### src/rtl/wbu_if.sv
// Writeback unit bus bundle.
// Groups the ALU result handshake, the LSU load-response handshake, the load-issue
// notification, the pending-load bitmap and the register-file write port.
// With BLI_WBU_BYPASS_EN defined it also carries the two read-port bypass paths.
// Modports:
//   slave  - the writeback unit (consumes wbu_i_*, drives wbu_o_*)
//   master - the surrounding core / testbench (drives wbu_i_*, observes wbu_o_*)
interface wbu_if;
  logic        wbu_i_alu_valid;
  logic        wbu_o_alu_ready;
  logic [4:0]  wbu_i_alu_rd_addr;
  logic [31:0] wbu_i_alu_rd_data;
  logic        wbu_i_lsu_valid;
  logic        wbu_o_lsu_ready;
  logic [4:0]  wbu_i_lsu_rd_addr;
  logic [31:0] wbu_i_lsu_data;
  logic [2:0]  wbu_i_lsu_funct3;
  logic [1:0]  wbu_i_lsu_byte_off;
  logic        wbu_i_issue_valid;
  logic [4:0]  wbu_i_issue_rd_addr;
  logic [31:0] wbu_o_busy;
  logic        wbu_o_w_en;
  logic [4:0]  wbu_o_rd_addr;
  logic [31:0] wbu_o_rd_data;
  logic        wbu_o_err;
`ifdef BLI_WBU_BYPASS_EN
  logic [4:0]  wbu_i_rs1_addr;
  logic [4:0]  wbu_i_rs2_addr;
  logic [31:0] wbu_i_rs1_data;
  logic [31:0] wbu_i_rs2_data;
  logic [31:0] wbu_o_rs1_data;
  logic [31:0] wbu_o_rs2_data;
`endif

  modport slave (
    input  wbu_i_alu_valid, wbu_i_alu_rd_addr, wbu_i_alu_rd_data,
    input  wbu_i_lsu_valid, wbu_i_lsu_rd_addr, wbu_i_lsu_data,
    input  wbu_i_lsu_funct3, wbu_i_lsu_byte_off,
    input  wbu_i_issue_valid, wbu_i_issue_rd_addr,
`ifdef BLI_WBU_BYPASS_EN
    input  wbu_i_rs1_addr, wbu_i_rs2_addr, wbu_i_rs1_data, wbu_i_rs2_data,
    output wbu_o_rs1_data, wbu_o_rs2_data,
`endif
    output wbu_o_alu_ready, wbu_o_lsu_ready, wbu_o_busy,
    output wbu_o_w_en, wbu_o_rd_addr, wbu_o_rd_data, wbu_o_err
  );

  modport master (
    output wbu_i_alu_valid, wbu_i_alu_rd_addr, wbu_i_alu_rd_data,
    output wbu_i_lsu_valid, wbu_i_lsu_rd_addr, wbu_i_lsu_data,
    output wbu_i_lsu_funct3, wbu_i_lsu_byte_off,
    output wbu_i_issue_valid, wbu_i_issue_rd_addr,
`ifdef BLI_WBU_BYPASS_EN
    output wbu_i_rs1_addr, wbu_i_rs2_addr, wbu_i_rs1_data, wbu_i_rs2_data,
    input  wbu_o_rs1_data, wbu_o_rs2_data,
`endif
    input  wbu_o_alu_ready, wbu_o_lsu_ready, wbu_o_busy,
    input  wbu_o_w_en, wbu_o_rd_addr, wbu_o_rd_data, wbu_o_err
  );
endinterface

### src/rtl/wbu.sv
// Writeback unit of the BLI201V32I core.
// Arbitrates ALU results and load responses (LSU has fixed priority), formats load
// data by funct3/byte offset, and drives the register-file write port from a
// registered stage (one write per cycle). Keeps a pending-load scoreboard for the IDU.
// Ports:
//   clk  - core clock, rising edge
//   rst  - synchronous active-high reset
//   bus  - wbu_if.slave: ALU/LSU handshakes, load issue, busy bitmap, write port, err
// Optional feature: define BLI_WBU_BYPASS_EN to add combinational rs1/rs2 bypass from
// the registered write stage.
module wbu #(
  parameter int unsigned XLEN = 32
) (
  input logic   clk,
  input logic   rst,
  wbu_if.slave  bus
);

  logic            lsu_acc, alu_acc;
  logic            ld_illegal;
  logic [7:0]      ld_byte;
  logic [15:0]     ld_half;
  logic [XLEN-1:0] ld_data;

  logic            w_en_q, w_en_d;
  logic [4:0]      rd_addr_q, rd_addr_d;
  logic [XLEN-1:0] rd_data_q, rd_data_d;
  logic [31:0]     busy_q, busy_d;
  logic            err_q, err_d;

  // LSU always wins; ALU is only accepted when no load response is offered.
  assign lsu_acc = bus.wbu_i_lsu_valid;
  assign alu_acc = bus.wbu_i_alu_valid & ~bus.wbu_i_lsu_valid;

  assign bus.wbu_o_lsu_ready = 1'b1;
  assign bus.wbu_o_alu_ready = ~bus.wbu_i_lsu_valid;

  // Load formatting
  always_comb begin
    ld_byte    = bus.wbu_i_lsu_data[{bus.wbu_i_lsu_byte_off, 3'b000} +: 8];
    ld_half    = bus.wbu_i_lsu_byte_off[1] ? bus.wbu_i_lsu_data[31:16]
                                           : bus.wbu_i_lsu_data[15:0];
    ld_data    = '0;
    ld_illegal = 1'b0;
    case (bus.wbu_i_lsu_funct3)
      3'b000:  ld_data = {{(XLEN-8){ld_byte[7]}}, ld_byte};
      3'b100:  ld_data = {{(XLEN-8){1'b0}}, ld_byte};
      3'b001:  ld_data = {{(XLEN-16){ld_half[15]}}, ld_half};
      3'b101:  ld_data = {{(XLEN-16){1'b0}}, ld_half};
      3'b010:  ld_data = bus.wbu_i_lsu_data;
      default: ld_illegal = 1'b1;
    endcase
  end

  // Next state: output stage, error pulse and scoreboard
  always_comb begin
    w_en_d    = 1'b0;
    rd_addr_d = rd_addr_q;
    rd_data_d = rd_data_q;
    err_d     = 1'b0;
    busy_d    = busy_q;
    if (lsu_acc) begin
      w_en_d    = (bus.wbu_i_lsu_rd_addr != 5'd0);
      rd_addr_d = bus.wbu_i_lsu_rd_addr;
      rd_data_d = ld_data;
      err_d     = ld_illegal;
      busy_d[bus.wbu_i_lsu_rd_addr] = 1'b0;
    end else if (alu_acc) begin
      w_en_d    = (bus.wbu_i_alu_rd_addr != 5'd0);
      rd_addr_d = bus.wbu_i_alu_rd_addr;
      rd_data_d = bus.wbu_i_alu_rd_data;
    end
    // Applied after the clear so a same-index issue keeps the bit set.
    if (bus.wbu_i_issue_valid && bus.wbu_i_issue_rd_addr != 5'd0) begin
      busy_d[bus.wbu_i_issue_rd_addr] = 1'b1;
    end
    busy_d[0] = 1'b0;
  end

  always_ff @(posedge clk) begin
    if (rst) begin
      w_en_q    <= 1'b0;
      rd_addr_q <= '0;
      rd_data_q <= '0;
      busy_q    <= '0;
      err_q     <= 1'b0;
    end else begin
      w_en_q    <= w_en_d;
      rd_addr_q <= rd_addr_d;
      rd_data_q <= rd_data_d;
      busy_q    <= busy_d;
      err_q     <= err_d;
    end
  end

  assign bus.wbu_o_w_en    = w_en_q;
  assign bus.wbu_o_rd_addr = rd_addr_q;
  assign bus.wbu_o_rd_data = rd_data_q;
  assign bus.wbu_o_busy    = busy_q;
  assign bus.wbu_o_err     = err_q;

`ifdef BLI_WBU_BYPASS_EN
  // Forward the write being presented this cycle; x0 is never forwarded.
  always_comb begin
    bus.wbu_o_rs1_data = bus.wbu_i_rs1_data;
    bus.wbu_o_rs2_data = bus.wbu_i_rs2_data;
    if (w_en_q && rd_addr_q == bus.wbu_i_rs1_addr && bus.wbu_i_rs1_addr != 5'd0) begin
      bus.wbu_o_rs1_data = rd_data_q;
    end
    if (w_en_q && rd_addr_q == bus.wbu_i_rs2_addr && bus.wbu_i_rs2_addr != 5'd0) begin
      bus.wbu_o_rs2_data = rd_data_q;
    end
  end
`endif

endmodule

### src/flat_wrapper.sv
// flat-port wrapper written by rule: the top's interface ports become plain ports
module wbu_flat 
#(
  parameter int unsigned XLEN = 32
)
  (clk, rst, bus_wbu_i_alu_valid, bus_wbu_i_alu_rd_addr, bus_wbu_i_alu_rd_data, bus_wbu_i_lsu_valid, bus_wbu_i_lsu_rd_addr, bus_wbu_i_lsu_data, bus_wbu_i_lsu_funct3, bus_wbu_i_lsu_byte_off, bus_wbu_i_issue_valid, bus_wbu_i_issue_rd_addr, bus_wbu_o_alu_ready, bus_wbu_o_lsu_ready, bus_wbu_o_busy, bus_wbu_o_w_en, bus_wbu_o_rd_addr, bus_wbu_o_rd_data, bus_wbu_o_err);
  wbu_if bus_i ();
  input logic clk;
  input logic rst;
  input wire logic [$bits(bus_i.wbu_i_alu_valid)-1:0] bus_wbu_i_alu_valid;
  input wire logic [$bits(bus_i.wbu_i_alu_rd_addr)-1:0] bus_wbu_i_alu_rd_addr;
  input wire logic [$bits(bus_i.wbu_i_alu_rd_data)-1:0] bus_wbu_i_alu_rd_data;
  input wire logic [$bits(bus_i.wbu_i_lsu_valid)-1:0] bus_wbu_i_lsu_valid;
  input wire logic [$bits(bus_i.wbu_i_lsu_rd_addr)-1:0] bus_wbu_i_lsu_rd_addr;
  input wire logic [$bits(bus_i.wbu_i_lsu_data)-1:0] bus_wbu_i_lsu_data;
  input wire logic [$bits(bus_i.wbu_i_lsu_funct3)-1:0] bus_wbu_i_lsu_funct3;
  input wire logic [$bits(bus_i.wbu_i_lsu_byte_off)-1:0] bus_wbu_i_lsu_byte_off;
  input wire logic [$bits(bus_i.wbu_i_issue_valid)-1:0] bus_wbu_i_issue_valid;
  input wire logic [$bits(bus_i.wbu_i_issue_rd_addr)-1:0] bus_wbu_i_issue_rd_addr;
  output wire logic [$bits(bus_i.wbu_o_alu_ready)-1:0] bus_wbu_o_alu_ready;
  output wire logic [$bits(bus_i.wbu_o_lsu_ready)-1:0] bus_wbu_o_lsu_ready;
  output wire logic [$bits(bus_i.wbu_o_busy)-1:0] bus_wbu_o_busy;
  output wire logic [$bits(bus_i.wbu_o_w_en)-1:0] bus_wbu_o_w_en;
  output wire logic [$bits(bus_i.wbu_o_rd_addr)-1:0] bus_wbu_o_rd_addr;
  output wire logic [$bits(bus_i.wbu_o_rd_data)-1:0] bus_wbu_o_rd_data;
  output wire logic [$bits(bus_i.wbu_o_err)-1:0] bus_wbu_o_err;
  assign bus_i.wbu_i_alu_valid = bus_wbu_i_alu_valid;
  assign bus_i.wbu_i_alu_rd_addr = bus_wbu_i_alu_rd_addr;
  assign bus_i.wbu_i_alu_rd_data = bus_wbu_i_alu_rd_data;
  assign bus_i.wbu_i_lsu_valid = bus_wbu_i_lsu_valid;
  assign bus_i.wbu_i_lsu_rd_addr = bus_wbu_i_lsu_rd_addr;
  assign bus_i.wbu_i_lsu_data = bus_wbu_i_lsu_data;
  assign bus_i.wbu_i_lsu_funct3 = bus_wbu_i_lsu_funct3;
  assign bus_i.wbu_i_lsu_byte_off = bus_wbu_i_lsu_byte_off;
  assign bus_i.wbu_i_issue_valid = bus_wbu_i_issue_valid;
  assign bus_i.wbu_i_issue_rd_addr = bus_wbu_i_issue_rd_addr;
  assign bus_wbu_o_alu_ready = bus_i.wbu_o_alu_ready;
  assign bus_wbu_o_lsu_ready = bus_i.wbu_o_lsu_ready;
  assign bus_wbu_o_busy = bus_i.wbu_o_busy;
  assign bus_wbu_o_w_en = bus_i.wbu_o_w_en;
  assign bus_wbu_o_rd_addr = bus_i.wbu_o_rd_addr;
  assign bus_wbu_o_rd_data = bus_i.wbu_o_rd_data;
  assign bus_wbu_o_err = bus_i.wbu_o_err;
  wbu #(.XLEN(XLEN)) u_core (.clk(clk), .rst(rst), .bus(bus_i));
endmodule
### config.mk
export PLATFORM = sky130hd
export DESIGN_NAME = wbu_flat
export DESIGN_NICKNAME = d
export VERILOG_FILES = /design/src/rtl/wbu_if.sv /design/src/rtl/wbu.sv /design/src/flat_wrapper.sv
export SDC_FILE = /design/constraint.sdc
export NUM_CORES = 1
export LEC_CHECK = 0
export CAP_MARGIN = 15
export CORE_UTILIZATION = 30
export CTS_BUF_LIST = sky130_fd_sc_hd__clkbuf_4
export CTS_CLUSTER_DIAMETER = 30
export DETAILED_ROUTE_END_ITERATION = 7
export PLACE_DENSITY = 0.65
export SLEW_MARGIN = 20
export SYNTH_ARGS = -nofsm -noshare
export SYNTH_HDL_FRONTEND = slang
export SYNTH_SLANG_ARGS = --single-unit
### constraint.sdc
create_clock -name clk -period 2.4 [get_ports clk]
set_input_delay 0.24 -clock clk [delete_from_list [all_inputs] [get_ports clk]]
set_output_delay 0.24 -clock clk [all_outputs]
set_load 0.02 [all_outputs]
==> results of run 1 <==
area by class of cell:
cell class / instances / share of cell area (%)
repair buffers: 169 / 31.17
well taps: 140 / 3.286
clock buffers: 11 / 1.549
clock inverters: 5 / 1.385
inverters: 3 / 0.2112
diodes: 1 / 0.04694
multi-input cells: 291 / 36.07
flip-flops and latches: 70 / 26.28
Yosys cell counts (all sizes together):
library cell,instances,area (um^2)
a211o,5,43.79
a211oi,2,15.01
a21o,3,22.52
a21oi,37,185.2
a221o,19,190.2
a221oi,2,17.52
a222oi,5,50.05
a22o,7,61.31
and2,2,12.51
and3,2,12.51
and3b,3,26.28
buf,8,57.55
clkbuf,20,75.07
clkinv,1,3.750
conb,2,7.510
dfxtp,70,1401
inv,2,7.510
mux2,19,214.0
mux2i,23,230.2
mux4,1,22.52
nand2,40,150.1
nand2b,7,43.79
nand3,3,15.01
nand3b,6,45.04
nor2,32,120.1
nor2b,6,37.54
nor3,2,10.01
nor3b,6,56.31
nor4b,2,17.52
o21a,1,7.510
o21ai,41,205.2
o221a,2,22.52
o22ai,4,25.02
o311a,1,10.01
or2,2,12.51
or3,1,6.260
or3b,2,17.52
or4,1,7.510
final timing paths:
path / from / to / depth (start not counted) / slack [ns]
min: bus_wbu_i_alu_valid / u_core.bus.wbu_o_rd_data[10] / 3 / 0.41
max reg2reg: u_core.bus.wbu_o_rd_data[15] / u_core.bus.wbu_o_rd_data[15] / 2 / 1.38
min reg2reg: u_core.bus.wbu_o_busy[9] / u_core.bus.wbu_o_busy[9] / 2 / 0.49
max: bus_wbu_i_lsu_valid / bus_wbu_o_alu_ready / 4 / 0.52
worst max-delay path, stage by stage:
cell and delay, ns:
clkdlybuf4s50_1 0.48, buf_4 0.23, clkinv_1 0.11, clkdlybuf4s50_1 0.58
where the power goes:
group          switching, W  internal [W]  leakage (nW)
Clock              0.000436      0.000440        0.0883
Sequential        0.0000247       0.00121         0.571
Combinational      0.000296      0.000331          1.36
layer usage:
layer / track usage (%) / vias to the layer above / routed length, um
met1: 27.14 / 1743 / 5458
li1: - / 1748 / -
met3: 4.209 / 22 / 883
met2: 32.88 / 156 / 5784
met4: 7.905 / 0 / 239
met5: 0 / - / 0
kinds of logic (layout without fill, tap and decap cells):
group	Yosys count	count (layout)	synth area share [%]
flops	70	70	40.43
buf+inv	31	188	4.151
mux	43	43	13.47
compound gates	129	129	24.69
other cells	2	3	0.2167
simple gates	117	117	17.04
metrics by stage:
step | util, % | hold WS [ns] | cell area [um^2] | worst slack [ns]
floorplan | - | 0.3779 | 3466 | 0.6252
global placement | 46.87 | 0.4680 | 5170 | 0.1937
detailed placement | 46.87 | 0.4694 | 5170 | 0.1465
CTS | 48.29 | 0.3866 | 5326 | 0.5068
global route | 48.33 | 0.4210 | 5331 | 0.4150
finish | 48.33 | 0.4117 | 5331 | 0.5200
cell usage in the layout, fill, tap and decap left out, drive strengths merged, types with 3 or more instances in the layout:
| master | n |
|---|---|
| a22o | 7 |
| nor2 | 32 |
| a222oi | 5 |
| o22ai | 4 |
| nand2 | 40 |
| a221o | 19 |
| dfxtp | 70 |
| a21oi | 37 |
| nand3b | 6 |
| nand2b | 7 |
| o21ai | 41 |
| clkinv | 4 |
| nor2b | 6 |
| a21o | 3 |
| nand3 | 3 |
| mux2i | 23 |
| nor3b | 6 |
| mux2 | 19 |
| buf | 11 |
| a211o | 5 |
| clkbuf | 11 |
| and3b | 3 |
| clkdlybuf4s50 | 158 |
flip-flops by register name (all words and copies together) (netlist names):
| register | flops |
|---|---|
| u_core.bus.wbu_o_w_en | 1 |
| u_core.bus.wbu_o_rd_data | 32 |
| u_core.bus.wbu_o_rd_addr | 5 |
| u_core.bus.wbu_o_busy | 31 |
| u_core.bus.wbu_o_err | 1 |
==> results.ini, run 1 <==
[drt]
drt-vias-per-instance=5.317
via_count=3669
detail-route-antenna-nets=0
routed_wirelength_mm=12.37
dr.pass1.iters=5
post_drt_wl_per_cell_um=17.92
drc=0
drt_iter0_markers=231

[cts]
cts_tree=done
htreeDepth=3
postCtsSetupRepairBufs=0
clock-sinks=70
insertion_delay_ns=0.41
clockRootBuffer=clkbuf_4
cts_buffers=9
clk_pin_slew_ns=0.10
cts_buffer_depth=2
postCtsHoldBufs=0
cts_resized=0

[placed_design]
placement.io_buffers=159
gp_congestion=0.8761
place_hpwl_mm=9.240
place_inst=673

[worst_setup_path]
crit_type=in -> out
worstSetupEndpointType=primary output
worstPathMaxFanout=19
startpoint_type=primary input
worstPathRequired_ns=2.16
critPathArrivalTime_ns=1.64

[sta]
worstMarginPinSlew_ns=0.8529
min_period_ns=1.880
fin_crit_sh_pct=78.33
relSlewSlack_pct=42.70
fin_tns_setup_ns=0
final-hold-violation-count=0
fin_skew_ns=0
maxSlewViolCount=0
setup_violations=0
rsz0062_at_grt=false
max_freq_mhz=531.9

[logic_synthesis]
ys_seq_elements=70
syn_area_per_cell_um2=8.841
synth_area_um2=3466
syn_inst=392
seq_area_frac_synth_pct=40.43
synth_nets=481
ys_warn_count=0
synth_cell_type_count=41

[global_route]
grt_pass1_vias=3602
grtUsageTotal_pct=20.56
grt_pass1_wl_mm=18.44
grt_overflow=0
antenna_found_initial=1
grt_max_degree=42

[final_layout]
layout.nets=633
multi_input_area_um2=1923
seq_area_um2=1401
stdcell_count=690
syn2layout_area_growth_pct=53.83
fillCellCount=1061
layout-drive-gt1-share_pct=9.836

[die]
core-area_um2=11030
die_w_um=109.5
io_pins=162
start_util_pct=31.42
rows=38
dieArea_um2=11990
die_h_um=109.5

[pwr]
ir_drop_v=0.0002492
power.total_w=0.002738
p_leak_nw=2.015
p_per_area_nw_per_um2=513.6

[flow_run]
max_cap_violations=0

[run_status]
status=complete, no violations

[worst_hold_path]
min_path_type=in -> reg

(Power assumes the default switching activity.)
==> run 2, diff against run 1 <==
--- a/config.mk
+++ b/config.mk
@@ -10,7 +10,7 @@
 export CTS_BUF_LIST = sky130_fd_sc_hd__clkbuf_4
 export CTS_CLUSTER_DIAMETER = 30
 export DETAILED_ROUTE_END_ITERATION = 7
-export PLACE_DENSITY = 0.65
+export PLACE_DENSITY = 0.67
 export SLEW_MARGIN = 20
 export SYNTH_ARGS = -nofsm -noshare
 export SYNTH_HDL_FRONTEND = slang
==> constraint.sdc (replaced) <==
create_clock -name clk -period 1.6 [get_ports clk]
set_input_delay 0.16 -clock clk [delete_from_list [all_inputs] [get_ports clk]]
set_output_delay 0.16 -clock clk [all_outputs]
set_load 0.02 [all_outputs]
==> run 2 against run 1 <==
- global-route usage grew 1.6 points
- critical path depth increased by 2
- largest power group unchanged
- worst hold slack worse by 0.17 ns
- first-iteration DRC count up 8.2%
- power up 48%
- via count rose by 3.9%
- clock-buffer cell count fell by 1
- combinational power is 61% higher
- utilization grew 4.4 points
- non-clock buffer count rose by 42
==> results.ini, run 2 (synthesized netlist as in run 1, its figures left out) <==
[worst_setup_path]
reg2reg_to=u_core.bus.wbu_o_rd_data[18]  ; was u_core.bus.wbu_o_rd_data[15]
cpPeakStageDelay_ns=0.48  ; was 0.58 ns
worstPathRequired_ns=1.89  ; was 2.16 ns
r2r_cells=2  ; unchanged
cpMaxStageDelayCell=clkdlybuf4s50_1  ; unchanged
r2r_slack_ns=0.58  ; was 1.38 ns
startpoint_type=primary input  ; unchanged
worstPathMaxFanout=5  ; was 19
worstSetupEndpointType=flop  ; was primary output
crit_type=in -> reg  ; was in -> out
critPathArrivalTime_ns=1.86  ; was 1.64 ns
rr_startpoint=u_core.bus.wbu_o_rd_data[18]  ; was u_core.bus.wbu_o_rd_data[15]
crit_path_cell_trace=clkdlybuf4s50_1 > buf_4 > nand2b_1 > a21o_1 > a222oi_1 > o22ai_1  ; was clkdlybuf4s50_1 > buf_4 > clkinv_1 > clkdlybuf4s50_1

[die]
io_pins=162  ; unchanged
die_w_um=109.5  ; unchanged
rows=38  ; unchanged
die_h_um=109.5  ; unchanged
dieArea_um2=11990  ; unchanged
core-area_um2=11030  ; unchanged
start_util_pct=31.42  ; unchanged

[pwr]
p_leak_nw=3.191  ; was 2.015 nW
ir_drop_v=0.0003466  ; was 0.0002492 V
p_per_area_nw_per_um2=699.3  ; was 513.6 nW/um^2

[placed_design]
place_inst=712  ; was 673
place_hpwl_mm=9.819  ; was 9.240 mm
gp_congestion=0.8857  ; was 0.8761
placement.io_buffers=159  ; unchanged

[cts]
cts_tree=done  ; unchanged
cts_buffer_depth=2  ; unchanged
clock-sinks=70  ; unchanged
clockRootBuffer=clkbuf_4  ; unchanged
insertion_delay_ns=0.42  ; was 0.41 ns
htreeDepth=3  ; unchanged
clk_pin_slew_ns=0.13  ; was 0.10 ns
cts_buffers=9  ; unchanged

[sta]
whs_ns=0.2419  ; was 0.4117 ns
worstMarginPinSlew_ns=0.7065  ; was 0.8529 ns
maxSlewViolCount=0  ; unchanged
fin_tns_setup_ns=0  ; unchanged
min_period_ns=1.571
setup_violations=0  ; unchanged
max_freq_mhz=636.7
final-hold-violation-count=0  ; unchanged
relSlewSlack_pct=52.85  ; was 42.70%
fin_crit_sh_pct=98.16
fin_skew_ns=0  ; unchanged

[drt]
dr.pass1.iters=5  ; unchanged
post_drt_wl_per_cell_um=17.64  ; was 17.92 um
routed_wirelength_mm=12.91  ; was 12.37 mm
drt-vias-per-instance=5.208  ; was 5.317
via_count=3812  ; was 3,669
drt_iter0_markers=250  ; was 231
drc=0  ; unchanged
detail-route-antenna-nets=0  ; unchanged

[global_route]
grt_overflow=0  ; unchanged
grtUsageTotal_pct=22.21  ; was 20.56%
grt_pass1_vias=3836  ; was 3,602
antenna_found_initial=1  ; unchanged
grt_pass1_wl_mm=20.10  ; was 18.44 mm
grt_max_degree=43  ; was 42

[final_layout]
stdcell_count=732  ; was 690
layout_commonest_cell=clkdlybuf4s50_1  ; unchanged
fin_util_pct=52.71  ; was 48.33%
largest_reg_flops=32  ; unchanged
final_cell_mix=clkdlybuf4s50_1, dfxtp_1, dlymetal6s2s_1, buf_4, o21ai_0  ; was clkdlybuf4s50_1, dfxtp_1, o21ai_0, nand2_1, a21oi_1
layout.nets=675  ; was 633
layout-drive-gt1-share_pct=16.75  ; was 9.836%
syn2layout_area_growth_pct=67.76  ; was 53.83%

[run_status]
status=complete, no violations  ; unchanged

[worst_hold_path]
min_from=bus_wbu_i_lsu_data[31]  ; was bus_wbu_i_alu_valid
min_path_type=in -> reg  ; unchanged
whs_path_depth=3  ; unchanged
hold_end=u_core.bus.wbu_o_rd_data[31]  ; was u_core.bus.wbu_o_rd_data[10]

[flow_run]
max_cap_violations=0  ; unchanged

-- run 2: cell type report --
class / instances / area [um^2]
fill: 1034 / 5216
timing repair buffer: 211 / 2147
multi-input combinational: 291 / 1933
sequential: 70 / 1401
tap: 140 / 175.2
clock buffer: 10 / 75.07
clock inverter: 6 / 68.82
inverter: 3 / 11.26
antenna: 1 / 2.502
-- run 2: routing by layer --
layer	wire [um]	track usage, %
met5	0	0
met4	261	7.429
met3	812	4.505
met2	6200	36.21
met1	5636	29.18
-- run 2: worst max-delay path, delay by kind of cell --
family	cells	cell delay, ns
compound gates	3	0.83
buf+inv	2	0.66
simple gates	1	0.20
-- run 2: how the worst max path moves through the flow --
stage                                       startpoint                      endpoint  slack (ns)  cells past startpoint
after CTS                        bus_wbu_i_lsu_data[7]  u_core.bus.wbu_o_rd_data[27]      0.0005                      6
after global placement       bus_wbu_i_lsu_byte_off[1]  u_core.bus.wbu_o_rd_data[14]       -0.55                      6
after global routing      u_core.bus.wbu_o_rd_data[27]         bus_wbu_o_rd_data[27]    -0.00003                      1
after detailed placement     bus_wbu_i_lsu_byte_off[1]  u_core.bus.wbu_o_rd_data[14]       -0.60                      6
final                          bus_wbu_i_lsu_funct3[0]   u_core.bus.wbu_o_rd_data[4]        0.03                      6
after floorplan              bus_wbu_i_lsu_byte_off[1]  u_core.bus.wbu_o_rd_data[19]       -0.05                      6
-- run 2: per-stage QoR --
stage	area [um^2]	setup WS, ns	power (W)
6_report	5814	0.02942	0.004066
5_1_grt	5814	-0.00002620	0.004269
4_1_cts	5667	0.0005065	0.004106
3_5_place_dp	5488	-0.5984	0.002906
3_3_place_gp	5488	-0.5478	0.002889
2_1_floorplan	3475	-0.05011	0.002335
-- run 2: where the power goes --
group | internal [W] | switching, W | total, W
sequential | 0.00182 | 0.0000354 | 0.00185
combinational | 0.000552 | 0.000462 | 0.00101
clock | 0.000505 | 0.000696 | 0.00120
total | 0.00287 | 0.00119 | 0.00407
-- run 2: what timing repair did --
action | 4_1_cts | 5_1_grt
resized for setup | 8 | 57
setup buffers | 3 | 0
hold buffers | 0 | 0
pin swaps | 1 | 1
setup endpoints to repair | 22 | 74
==> run 3, diff against run 2 <==
--- a/config.mk
+++ b/config.mk
@@ -10,7 +10,8 @@
 export CTS_BUF_LIST = sky130_fd_sc_hd__clkbuf_4
 export CTS_CLUSTER_DIAMETER = 30
 export DETAILED_ROUTE_END_ITERATION = 7
-export PLACE_DENSITY = 0.67
+export DONT_BUFFER_PORTS = 1
+export PLACE_DENSITY = 0.48
 export SLEW_MARGIN = 20
 export SYNTH_ARGS = -nofsm -noshare
 export SYNTH_HDL_FRONTEND = slang
==> run 3 against run 2 <==
- sequential share of layout area is 6.2 points higher
- worst hold slack lost 0.20 ns
- setup slack lost 0.0039 ns
- largest cell class is now multi-input combinational cells
==> results.ini, run 3 (synthesized netlist as in run 1, its figures left out) <==
[run_status]
status=complete, no violations  ; unchanged

[worst_setup_path]
worstSetupEndpointType=flop  ; unchanged
crit_type=in -> reg  ; unchanged
cpPeakStageDelay_ns=0.70  ; was 0.48 ns
startpoint_type=primary input  ; unchanged
worstPathMaxFanout=6  ; was 5
cpMostUsedCell=dlygate4sd3_1
cpMaxStageDelayCell=dlygate4sd3_1  ; was clkdlybuf4s50_1
worstPathRequired_ns=2.00  ; was 1.89 ns
critPathArrivalTime_ns=1.97  ; was 1.86 ns
crit_path_cell_trace=dlygate4sd3_1 > nor3b_2 > nand2_1 > a21oi_1 > dlygate4sd3_1  ; was clkdlybuf4s50_1 > buf_4 > nand2b_1 > a21o_1 > a222oi_1 > o22ai_1

[pwr]
p_per_area_nw_per_um2=774.4  ; was 699.3 nW/um^2
combPwrFrac_pct=17.5  ; was 24.9%
pwr-share-clk_pct=27.9  ; was 29.5%
power.total_w=0.003580  ; was 0.004066 W
seqPwrFrac_pct=54.6  ; was 45.5%
ir_drop_v=0.0003526  ; was 0.0003466 V
switching_share_pct=29.60  ; was 29.34%
intPower_w=0.002520  ; was 0.002873 W
p_leak_nw=1.820  ; was 3.191 nW
netSwitchingPower_w=0.001060  ; was 0.001193 W

[drt]
dr.pass1.iters=5  ; unchanged
drt_iter0_markers=168  ; was 250
via_count=3432  ; was 3,812
detail-route-antenna-nets=0  ; unchanged
post_drt_wl_per_cell_um=20.40  ; was 17.64 um
drc=0  ; unchanged
drt-vias-per-instance=5.562  ; was 5.208
routed_wirelength_mm=12.59  ; was 12.91 mm

[final_layout]
antenna_cells=0  ; was 1
syn2layout_area_growth_pct=33.39  ; was 67.76%
layout.nets=562  ; was 675
layout_commonest_cell=dlygate4sd3_1  ; was clkdlybuf4s50_1
layout-drive-gt1-share_pct=11.74  ; was 16.75%
final_cell_mix=dlygate4sd3_1, dfxtp_1, o21ai_0, nand2_1, a21oi_1  ; was clkdlybuf4s50_1, dfxtp_1, dlymetal6s2s_1, buf_4, o21ai_0
largest_reg_flops=32  ; unchanged

[cts]
insertion_delay_ns=0.44  ; was 0.42 ns
clk_pin_slew_ns=0.11  ; was 0.13 ns
clock-sinks=70  ; unchanged
cts_buffers=9  ; unchanged
cts_buffer_depth=2  ; unchanged
cts_tree=done  ; unchanged
htreeDepth=3  ; unchanged
clockRootBuffer=clkbuf_4  ; unchanged

[global_route]
grt_pass1_vias=3413  ; was 3,836
grtUsageMet1_pct=26.91  ; was 29.18%
grt_use_met3_pct=7.943  ; was 4.505%
grt_pass1_wl_mm=18.47  ; was 20.10 mm
antenna_found_initial=0  ; was 1
grt.busiest_layer=met2  ; unchanged
grt_overflow=0  ; unchanged
grt_max_degree=40  ; was 43
grt_use_met2_pct=31.72  ; was 36.21%
grtUsageTotal_pct=21.00  ; was 22.21%

[sta]
fin_skew_ns=0  ; unchanged
min_period_ns=1.574  ; was 1.571 ns
maxSlewViolCount=0  ; unchanged
fin_ws_ns=0.02554  ; was 0.02942 ns
setup_violations=0  ; unchanged
max_freq_mhz=635.1  ; was 636.7 MHz
rsz0062_at_grt=true
relSlewSlack_pct=27.38  ; was 52.85%
final-hold-violation-count=0  ; unchanged
fin_crit_sh_pct=98.40  ; was 98.16%
worstMarginPinSlew_ns=1.085  ; was 0.7065 ns

[worst_hold_path]
min_path_type=in -> reg  ; unchanged

[die]
io_pins=162  ; unchanged
die_w_um=109.5  ; unchanged
core-area_um2=11030  ; unchanged
start_util_pct=31.42  ; unchanged
dieArea_um2=11990  ; unchanged
die_h_um=109.5  ; unchanged
rows=38  ; unchanged

[flow_run]
max_cap_violations=0  ; unchanged

[placed_design]
dp_slack_ns=0.01213  ; was -0.5984 ns
placement.io_buffers=0  ; was 159
place_hpwl_mm=8.252  ; was 9.819 mm
gp_congestion=0.7827  ; was 0.8857

==> run 3: power groups by stage <==
stage          logic, W  clock network, W  registers [W]
6_report       0.000627          0.000998        0.00196
5_1_grt        0.000679           0.00110        0.00196
4_1_cts        0.000609           0.00103        0.00196
3_5_place_dp   0.000379                 0        0.00199
3_3_place_gp   0.000374                 0        0.00200
2_1_floorplan  0.000358                 0        0.00198
==> run 3: what timing repair did <==
action / in CTS / in global routing
hold buffers: 88 / 0
setup buffers: 0 / 0
gates resized for setup: 0 / 5
endpoints found under the setup margin: 0 / 10
endpoints found under the hold margin: 70 / 0
==> run 3: final timing paths <==
path,from,end,slack (ns),cells past startpoint
max,bus_wbu_i_issue_rd_addr[3],u_core.bus.wbu_o_busy[9],0.03,5
min,bus_wbu_i_issue_rd_addr[0],u_core.bus.wbu_o_busy[8],0.04,4
max reg2reg,u_core.bus.wbu_o_rd_data[5],u_core.bus.wbu_o_rd_data[5],0.06,4
min reg2reg,u_core.bus.wbu_o_busy[14],u_core.bus.wbu_o_busy[14],0.59,2
==> run 3: per-stage QoR <==
step                hold slack [ns]  util, %  setup TNS [ns]  cells  area, um^2
floorplan                    0.2979        -         -0.5011    392        3475
global placement             0.2478    32.42               0    513        3576
detailed placement           0.2450    32.42               0    513        3576
CTS                        0.005937    41.52               0    616        4579
global route                0.03200    41.91         -0.2487    617        4623
finish                      0.04297    41.91               0    617        4623
==> run 3: layer usage <==
layer | share of wire [%] | vias up
li1 | - | 1612
met1 | 44 | 1634
met2 | 45 | 160
met3 | 9.2 | 26
met4 | 2.1 | 0
met5 | 0 | -
==> run 3: cell type report <==
cell class,instances,area [um^2]
fill,1141,6407
multi-input combinational,291,1936
sequential,70,1403
timing repair buffer,98,996.0
tap,140,175.2
clock buffer,12,90.09
clock inverter,3,12.51
inverter,3,11.26
==> run 3: worst max-delay path: cells and delay by family <==
| family | cells | cell delay (ns) |
|---|---|---|
| compound gates | 1 | 0.14 |
| buf+inv | 2 | 1.26 |
| simple gates | 2 | 0.41 |
